--- src/rtl/uo_uart_tx_stage.sv ---
// Serial transmitter for the tt_um output byte: start bit, LSB-first data,
// optional even parity, then one or two stop bits on a single idle-high line.
module uo_uart_tx_stage #(
  parameter int unsigned CLKS_PER_BIT = 16,
  parameter int unsigned DATA_BITS    = 8,
  parameter int unsigned PARITY_EN    = 0,
  parameter int unsigned STOP_BITS    = 1
) (
  input  logic                 clk,
  input  logic                 rst_n,
  input  logic [DATA_BITS-1:0] in_data,
  input  logic                 in_valid,
  output logic                 in_ready,
  output logic                 tx,
  output logic                 busy,
  output logic                 tx_done
);

  localparam int unsigned CW = $clog2(CLKS_PER_BIT) + 1;
  localparam int unsigned BW = 4;

  localparam logic [CW-1:0] CYC_LAST  = CW'(CLKS_PER_BIT - 1);
  localparam logic [BW-1:0] DATA_LAST = BW'(DATA_BITS - 1);
  localparam logic [BW-1:0] STOP_LAST = BW'(STOP_BITS - 1);

  typedef enum logic [2:0] {
    IDLE   = 3'd0,
    START  = 3'd1,
    DATA   = 3'd2,
    PARITY = 3'd3,
    STOP   = 3'd4
  } state_e;

  state_e state_q, state_d;

  logic [CW-1:0]        cyc_cnt_q, cyc_cnt_d;
  logic [BW-1:0]        bit_cnt_q, bit_cnt_d;
  logic [DATA_BITS-1:0] shift_q, shift_d;
  logic                 parity_q, parity_d;
  logic                 tx_q, tx_d;
  logic                 busy_q, busy_d;
  logic                 in_ready_q, in_ready_d;
  logic                 tx_done_q, tx_done_d;

  logic accept;
  logic bit_end;
  logic last_data;
  logic last_stop;

  assign accept    = in_valid & in_ready_q;
  assign bit_end   = (cyc_cnt_q == CYC_LAST);
  assign last_data = (bit_cnt_q == DATA_LAST);
  assign last_stop = (bit_cnt_q == STOP_LAST);

  always_ff @(posedge clk or negedge rst_n) begin
    if (!rst_n) begin
      state_q <= IDLE;
    end else begin
      state_q <= state_d;
    end
  end

  always_comb begin
    state_d = state_q;
    unique case (state_q)
      IDLE: begin
        if (accept) state_d = START;
      end
      START: begin
        if (bit_end) state_d = DATA;
      end
      DATA: begin
        if (bit_end && last_data) state_d = (PARITY_EN != 0) ? PARITY : STOP;
      end
      PARITY: begin
        if (bit_end) state_d = STOP;
      end
      STOP: begin
        if (bit_end && last_stop) state_d = IDLE;
      end
      default: state_d = IDLE;
    endcase
  end

  // The bit counter restarts on every state change so it indexes data bits and stop bits alike.
  always_comb begin
    cyc_cnt_d = '0;
    if ((state_q != IDLE) && !bit_end) begin
      cyc_cnt_d = cyc_cnt_q + 1'b1;
    end

    bit_cnt_d = bit_cnt_q;
    if (state_d != state_q) begin
      bit_cnt_d = '0;
    end else if (bit_end && ((state_q == DATA) || (state_q == STOP))) begin
      bit_cnt_d = bit_cnt_q + 1'b1;
    end

    shift_d  = shift_q;
    parity_d = parity_q;
    if (accept) begin
      shift_d  = in_data;
      parity_d = ^in_data;
    end else if ((state_q == DATA) && bit_end) begin
      shift_d = shift_q >> 1;
    end
  end

  // Outputs are registered from the current state, so tx lags the state by one cycle.
  always_comb begin
    tx_d = 1'b1;
    unique case (state_q)
      IDLE:    tx_d = 1'b1;
      START:   tx_d = 1'b0;
      DATA:    tx_d = shift_q[0];
      PARITY:  tx_d = parity_q;
      STOP:    tx_d = 1'b1;
      default: tx_d = 1'b1;
    endcase
    busy_d     = (state_d != IDLE);
    in_ready_d = (state_d == IDLE);
    tx_done_d  = (state_q == STOP) && (state_d == IDLE);
  end

  always_ff @(posedge clk or negedge rst_n) begin
    if (!rst_n) begin
      cyc_cnt_q  <= '0;
      bit_cnt_q  <= '0;
      shift_q    <= '0;
      parity_q   <= 1'b0;
      tx_q       <= 1'b1;
      busy_q     <= 1'b0;
      in_ready_q <= 1'b0;
      tx_done_q  <= 1'b0;
    end else begin
      cyc_cnt_q  <= cyc_cnt_d;
      bit_cnt_q  <= bit_cnt_d;
      shift_q    <= shift_d;
      parity_q   <= parity_d;
      tx_q       <= tx_d;
      busy_q     <= busy_d;
      in_ready_q <= in_ready_d;
      tx_done_q  <= tx_done_d;
    end
  end

  assign tx       = tx_q;
  assign busy     = busy_q;
  assign in_ready = in_ready_q;
  assign tx_done  = tx_done_q;

endmodule

--- config.mk ---
export PLATFORM = sky130hd
export DESIGN_NAME = uo_uart_tx_stage
export DESIGN_NICKNAME = d
export VERILOG_FILES = /design/src/rtl/uo_uart_tx_stage.sv
export SDC_FILE = /design/constraint.sdc
export NUM_CORES = 1
export LEC_CHECK = 0
export BUFFER_PORTS_ARGS = -buffer_cell sky130_fd_sc_hd__buf_2
export CORE_UTILIZATION = 61
export CTS_CLUSTER_DIAMETER = 100
export DETAILED_ROUTE_END_ITERATION = 8
export PLACE_DENSITY = 0.83
export SLEW_MARGIN = 25
export SYNTH_ARGS = -nofsm -noshare
export SYNTH_HDL_FRONTEND = slang
export SYNTH_SLANG_ARGS = --single-unit
--- constraint.sdc ---
create_clock -name clk -period 3.2 [get_ports clk]
set_clock_uncertainty 0.2 [all_clocks]
set_input_delay 0.64 -clock clk [delete_from_list [all_inputs] [get_ports clk]]
set_output_delay 0.64 -clock clk [all_outputs]
set_load 0.05 [all_outputs]
Word level (Yosys, flattened, before mapping)
Index checks and enable logic that the tools add are counted.
Widths: inputs -> output; s select.
{"block": "word_totals", "in_bits": 11, "register_bits": 25, "out_inout_bits": 4, "wordCells": 47}
{"block": "classes", "muxes": 12, "eq_ne": 7, "n_addsub": 2, "n_reduce_logical": 16, "n_bitwise": 1}
{"operator": "$mux 8", "count": 2}
{"operator": "$mux 3", "count": 5}
{"operator": "$pmux 3 s5", "count": 1}
{"operator": "$mux 4", "count": 2}
{"operator": "$reduce_xor 8->1", "count": 1}
{"operator": "$eq 3x2->1 const B", "count": 2}
{"operator": "$logic_and 1x1->1", "count": 6}
{"operator": "$logic_not 3->1", "count": 2}
{"operator": "$reduce_bool 3->1", "count": 2}
{"operator": "$add 5x1->5 const B", "count": 1}
{"operator": "$eq 5x4->1 const B", "count": 1}
{"operator": "$mux 5", "count": 1}
{"operator": "$add 4x1->4 const B", "count": 1}
{"operator": "$eq 4x3->1 const B", "count": 1}
{"operator": "$logic_not 4->1", "count": 1}
{"operator": "$reduce_bool 2->1", "count": 2}
{"operator": "$eq 3x1->1 const B", "count": 1}
{"operator": "$eq 3x3->1 const B", "count": 1}
{"operator": "$ne 3x3->1", "count": 1}
{"operator": "$pmux 1 s3", "count": 1}
{"operator": "$and 1x1->1", "count": 1}
{"operator": "$logic_not 1->1", "count": 1}
{"operator": "$logic_or 1x1->1", "count": 1}

Logic depth before layout (Yosys ltp)
Gate-level depths: netlist of run 1.
{"block": "depth", "depth_word": 6, "mapped_depth": 9}

Worst setup path before layout of run 1
No wires, ideal clock.
{"block": "synth_path", "path_kind": "register to register", "start": "reg cyc_cnt_q[0]", "end": "reg shift_q[0]", "setup_time_ns": 0.119, "path_buffers": 2, "arrival_time_ns": 1.585, "stages_incl_launch_ff": 10, "slack_ns": 1.296, "period_less_slack_ns": 1.904, "path_cell_list": "dfrtp_1 -> ha_1 -> and3_1 -> ha_1 -> buf_2 -> nand2_1 -> o31a_1 -> buf_6 -> nand2_1 -> o21ai_2"}
{"block": "synth_via", "elab_chain_cells": 3}
{"element": "from (decl)", "line": "36", "rtl": "logic [CW-1:0] cyc_cnt_q, cyc_cnt_d;"}
{"element": "from (signal assigned)", "line": "136", "rtl": "cyc_cnt_q <= cyc_cnt_d;"}
{"element": "$eq 5x4->1", "line": "51", "rtl": "assign bit_end = (cyc_cnt_q == CYC_LAST);"}
{"element": "$logic_and 1x1->1", "line": "104", "rtl": "end else if ((state_q == DATA) && bit_end) begin"}
{"element": "$reduce_bool 2->1 (no line)"}
{"element": "to (signal assigned)", "line": "138", "rtl": "shift_q <= shift_d;"}
{"element": "to (decl)", "line": "38", "rtl": "logic [DATA_BITS-1:0] shift_q, shift_d;"}
No other way between the ends.
A chain may end at the register's enable or synchronous reset.

Worst setup path after layout of run 1
{"block": "layout_path", "start": "reg cyc_cnt_q[0]", "end": "reg shift_q[7]"}
The elaborated chain is that of the path after synthesis.

==> flow_summary.toml, run 1 <==
[sta]
rsz0062_at_grt = "false"
relSlewSlack = 0.619
setup_viol = 0
tightest_slew_ps = 567
finalCritPeriodShare = 0.698
slew_violations = 0
hold_violations = 0
fin_crit_ps = 2230
finalSetupTns_ps = 0
fmax_mhz = 448
hold_ws_ps = 78.6

[route]
ant_nets = 0
wl_per_cell_um = 12.7
drc = 0
wl_um = 2030
drtPass1Iterations = 4
vias = 873
drtIter0Drc = 14
detail_route.vias_per_cell = 5.46

[finish]
syn_to_final_growth_pct = 6.31
multi_input_area_um2 = 611
seq_area_um2 = 627
finalNetCount = 149
fin_area_mm2 = 0.00139
nFillCells = 142
drive_above_1_share = 0.211
n_antenna_cell = 0

[worst_setup_path]
startpoint_type = "register"
reg2reg_depth = 6
critical_path.startpoint = "cyc_cnt_q[0]"
path_delay_family = "compound AO/OA/AOI/OAI gates"
path_cells = "ha_1, and3_1, ha_1, nand2_1, o31a_1, a32o_1"
critical_path_class = "register to register"
ff2ff_setup_slack_ps = 970
rr_startpoint = "cyc_cnt_q[0]"
cp.arrival_ps = 2260
timing.rr.end = "shift_q[7]"
critical_path_buf_inv_count = 0
critical_path_required_ps = 3220
crit_path_top_delay_cell = "o31a_1"
crit_fanout = 15
crit_top_cell = "ha_1"
worstSetupEndpointType = "register"
max_stage_delay_ps = 450

[yosys]
syn_area_per_cell_um2 = 10.8
netlist-cell-type-count = 35
ys_seq_area_frac = 0.479
syn_area_mm2 = 0.00131
synthArstFlopShare = 1.00
yosys-top-cells-area = "dfrtp_1 46%, xnor2_1 7.4%, mux2i_1 6.1%, ha_1 3.8%, nand2_1 3.7%"
ys_seq_elements = 25
synth_nets = 136
synth_top_area_share = 0.459
synth_warnings = 0
syn_inst = 121
synth_edf_count = 0
synthFlopType = "dfrtp_1"
synth_top_area_cell = "dfrtp_1"

[power]
power.switching_mw = 0.445
power.leakage_nw = 0.666
ir_drop_mv = 0.598
pwr-share-clk = 0.126
p_comb_frac = 0.374
p_int_mw = 0.666
swShare = 0.401
powerDensity_mw_per_mm2 = 798
pwr-share-seq = 0.500

[global_route]
grt_max_degree = 26
grt_use_total = 0.212
antenna_found_initial = 0
grt_overflow_total = 0
grt_pass1_wl_um = 3820
grt_pass1_vias = 862

[cts]
htreeDepth = 1
hold_buffers = 0
cts_tree = "yes"
clk_pin_slew_ps = 130
post_cts_buffers = 0
cts_root_buf = "clkbuf_4"
cts.path.max_buffers = 2
clock_sinks = 25
cts_resized = 0
cts_buffers = 3
insertion_delay_ps = 320

[outcome]
status = "finished, final reports clean"

[place]
hpwl_um = 1540
gp_congestion = 0.776
dpl_cell_area_mm2 = 0.00136
io_buffer_count = 14

[floorplan]
die_h_um = 48.3
coreArea_mm2 = 0.00198
initial_core_util = 0.660
die_area_mm2 = 0.00233
fp.dieW_um = 48.3
rows = 16
io_pins = 15

[min_path]
hp-class = "input pin to asynchronous set/reset pin"

[flow_run]
drv_cap = 0
[Yosys cell counts (2+ instances only)]
cell type   n
nand3_1     3
buf_2       3
o31ai_1     2
xnor2_1    11
o21ai_1     4
inv_1       6
o21ai_2     3
nor2_1     13
a32oi_1     2
mux2i_1     8
nand2_1    13
dfrtp_1    24
o21ai_0     2
ha_1        4
buf_6       3
[per-stage QoR]
stage,worst slack (ps),util,power [mW],instances
3_5_place_dp,959,0.688,0.983,156
2_1_floorplan,1300,-,0.904,121
3_3_place_gp,989,0.688,0.958,156
6_report,967,0.702,1.11,160
4_1_cts,949,0.702,1.12,160
5_1_grt,755,0.702,1.21,160
[worst max-delay path by stage]
stage | endpoint | slack, ps | cells after the start
2_1_floorplan | shift_q[0] | 1300 | 9
3_3_place_gp | shift_q[6] | 990 | 4
3_5_place_dp | shift_q[5] | 960 | 4
4_1_cts | shift_q[7] | 950 | 6
5_1_grt | shift_q[5] | 760 | 7
6_report | shift_q[7] | 970 | 6
[routing by layer]
| metal | GRT usage | up-vias | routed length, µm |
|---|---|---|---|
| li1 | - | 439 | - |
| met1 | 0.277 | 418 | 920 |
| met2 | 0.364 | 12 | 1040 |
| met3 | 0.0283 | 4 | 42 |
| met4 | 0.0735 | 0 | 24 |
| met5 | 0 | - | 0 |
[final cells by class]
class / count / area share
flip-flops and latches: 25 / 0.451
multi-input cells: 84 / 0.439
repair buffers: 14 / 0.0504
well taps: 27 / 0.0243
clock buffers: 3 / 0.0162
inverters: 6 / 0.0162
clock inverters: 1 / 0.00360
[power groups by stage]
| stage | clock, mW | combinational [mW] | sequential (mW) |
|---|---|---|---|
| finish | 0.140 | 0.415 | 0.555 |
| global route | 0.157 | 0.470 | 0.580 |
| CTS | 0.146 | 0.421 | 0.556 |
| detailed placement | 0 | 0.420 | 0.563 |
| global placement | 0 | 0.402 | 0.556 |
| floorplan | 0 | 0.333 | 0.572 |
[cells by family after synthesis]
family / synth area share
buffers and inverters: 0.0545
multiplexers: 0.0612
flip-flops: 0.479
XOR/XNOR: 0.0927
AO/OA/AOI/OAI: 0.111
AND/OR/NAND/NOR: 0.163
adder cells (fa/ha/maj): 0.0382
[cell usage in the layout (no fill, tap or decap), types with 2 or more instances in the layout]
cell type and count:
a32oi_1 2, buf_2 14, clkbuf_4 3, dfrtp_1 24, ha_1 4, inv_1 6
mux2i_1 8, nand2_1 13, nand3_1 3, nor2_1 13, o21ai_0 2, o21ai_1 4
o21ai_2 3, o31ai_1 2, xnor2_1 11
[flip-flops by register name (all words and copies together) (netlist names)]
signal,flops
tx,1
state_q,3
busy,1
parity_q,1
in_ready,1
cyc_cnt_q,5
tx_done,1
bit_cnt_q,4
shift_q,8
Power figures use the tool's default switching activity.
==> inputs of run 2 (changes only) <==
--- a/config.mk
+++ b/config.mk
@@ -6,10 +6,10 @@
 export NUM_CORES = 1
 export LEC_CHECK = 0
 export BUFFER_PORTS_ARGS = -buffer_cell sky130_fd_sc_hd__buf_2
-export CORE_UTILIZATION = 61
+export CORE_UTILIZATION = 56
 export CTS_CLUSTER_DIAMETER = 100
 export DETAILED_ROUTE_END_ITERATION = 8
-export PLACE_DENSITY = 0.83
+export PLACE_DENSITY = 0.77
 export SLEW_MARGIN = 25
 export SYNTH_ARGS = -nofsm -noshare
 export SYNTH_HDL_FRONTEND = slang
==> constraint.sdc (replaced) <==
create_clock -name clk -period 2.15 [get_ports clk]
set_clock_uncertainty 0.2 [all_clocks]
set_input_delay 0.43 -clock clk [delete_from_list [all_inputs] [get_ports clk]]
set_output_delay 0.43 -clock clk [all_outputs]
set_load 0.05 [all_outputs]
==> run 2 against run 1 <==
Global-route usage decreased by 1.3 points. Sequential share of layout area is 1.1 points lower. Worst hold slack better by 120 ps. Largest cell class unchanged.
==> flow_summary.toml, run 2 (synthesis gave the netlist of run 1 again) <==
[outcome]
status = "finished, final reports clean"

[finish]
regMostFlops = "shift_q"
reg.largest.list = "shift_q (8), cyc_cnt_q (5), bit_cnt_q (4)"
drive_above_1_share = 0.226
n_antenna_cell = 0
largest_reg_flops = 8
fin_cells = 165
syn_to_final_growth_pct = 8.99
layout_common_cells = "24 x dfrtp_1, 14 x buf_2, 13 x nand2_1, 13 x nor2_1, 11 x xnor2_1"
nFillCells = 196
finalNetCount = 153
mostFrequentLayoutCell = "dfrtp_1"

[global_route]
antenna_found_initial = 0
grt_max_degree = 26
grt_pass1_vias = 917
grt_pass1_wl_um = 3850
grt_use_total = 0.199
grt_overflow_total = 0

[sta]
setup_ws_ps = 173
relSlewSlack = 0.610
hold_violations = 0
tightest_slew_ps = 580
fmax_mhz = 506
hold_ws_ps = 201
finalCritPeriodShare = 0.920
slew_violations = 0
setup_viol = 0
rsz0062_at_grt = "false"
finalSetupTns_ps = 0
fin_crit_ps = 1980

[power]
pwr-share-clk = 0.122
power.leakage_nw = 0.680
ir_drop_mv = 0.774
power.switching_mw = 0.667
p_comb_frac = 0.384
p_int_mw = 1.01
swShare = 0.398
powerDensity_mw_per_mm2 = 1180
pwr-share-seq = 0.494

[floorplan]
rows = 17
io_pins = 15
coreArea_mm2 = 0.00221
die_h_um = 50.3
initial_core_util = 0.592
fp.dieW_um = 50.3
die_area_mm2 = 0.00253

[worst_setup_path]
critical_path_required_ps = 2170
crit_fanout = 15
reg2reg_depth = 7
worstSetupEndpointType = "register"
cp.arrival_ps = 1990
startpoint_type = "register"
critical_path_class = "register to register"

[place]
place_inst = 160
io_buffer_count = 14
hpwl_um = 1620
gp_congestion = 0.720
pre_cts_slack_ps = 146

[cts]
cts.path.max_buffers = 2
clock_sinks = 25
cts_tree = "yes"
cts_root_buf = "clkbuf_4"
insertion_delay_ps = 310
cts_buffers = 3
clk_pin_slew_ps = 130
post_cts_buffers = 0
htreeDepth = 1

[flow_run]
drv_cap = 0

[route]
drc = 0
ant_nets = 0
wl_per_cell_um = 12.8
drtIter0Drc = 8
drtPass1Iterations = 4
vias = 898
detail_route.vias_per_cell = 5.44
wl_um = 2120

[min_path]
hp-class = "input pin to register"
holdPathStages = 2
run 2: per-layer routing:
layer  GRT usage  vias to the layer above  share of wire
li1            -                      443              -
met1       0.262                      438           0.47
met2       0.333                       15           0.49
met3      0.0333                        2          0.033
met4      0.0648                        0         0.0061
met5           0                        -              0
run 2: timing repair:
| action | in CTS | in global routing |
|---|---|---|
| gates resized for setup | 0 | 1 |
| endpoints found under the setup margin | 0 | 1 |
| hold buffers | 1 | 0 |
| hold endpoints to repair | 24 | 0 |
run 2: path summary, 6_finish.rpt:
kind / start / to / slack (ps)
min: in_data[7] / shift_q[7] / 200
max in group asynchronous: rst_n / tx / 970
min reg2reg: cyc_cnt_q[0] / cyc_cnt_q[0] / 270
min in group asynchronous: rst_n / cyc_cnt_q[3] / 410
max: cyc_cnt_q[0] / shift_q[7] / 170
max reg2reg: cyc_cnt_q[0] / shift_q[7] / 170
run 2: power by group through the flow:
| stage | clock [mW] | sequential [mW] | combinational [mW] |
|---|---|---|---|
| detailed placement | 0 | 0.836 | 0.648 |
| finish | 0.205 | 0.828 | 0.644 |
| global route | 0.228 | 0.852 | 0.726 |
| floorplan | 0 | 0.851 | 0.495 |
| global placement | 0 | 0.826 | 0.615 |
| CTS | 0.211 | 0.827 | 0.652 |
run 2: per-stage QoR:
| step | power, mW | instance area (µm²) | util |
|---|---|---|---|
| 2_1_floorplan | 1.35 | 1310 | - |
| 3_3_place_gp | 1.44 | 1390 | 0.627 |
| 3_5_place_dp | 1.48 | 1390 | 0.627 |
| 4_1_cts | 1.69 | 1420 | 0.644 |
| 5_1_grt | 1.81 | 1430 | 0.645 |
| 6_report | 1.68 | 1430 | 0.645 |
run 2: critical path, cell delays in order, from the launching register on:
cell and delay [ps]:
dfrtp_1 390, ha_1 180, and3_1 170, ha_2 220, nand2_1 80, o31a_1 240, buf_4 190, a32o_1 210
run 2: layout make-up:
| class | instances | area [µm²] | share of cell area |
|---|---|---|---|
| timing repair buffer | 18 | 103 | 0.0719 |
| multi-input combinational | 84 | 613 | 0.430 |
| clock buffer | 4 | 26.3 | 0.0184 |
| inverter | 6 | 22.5 | 0.0158 |
| sequential | 25 | 627 | 0.439 |
| tap | 28 | 35.0 | 0.0246 |
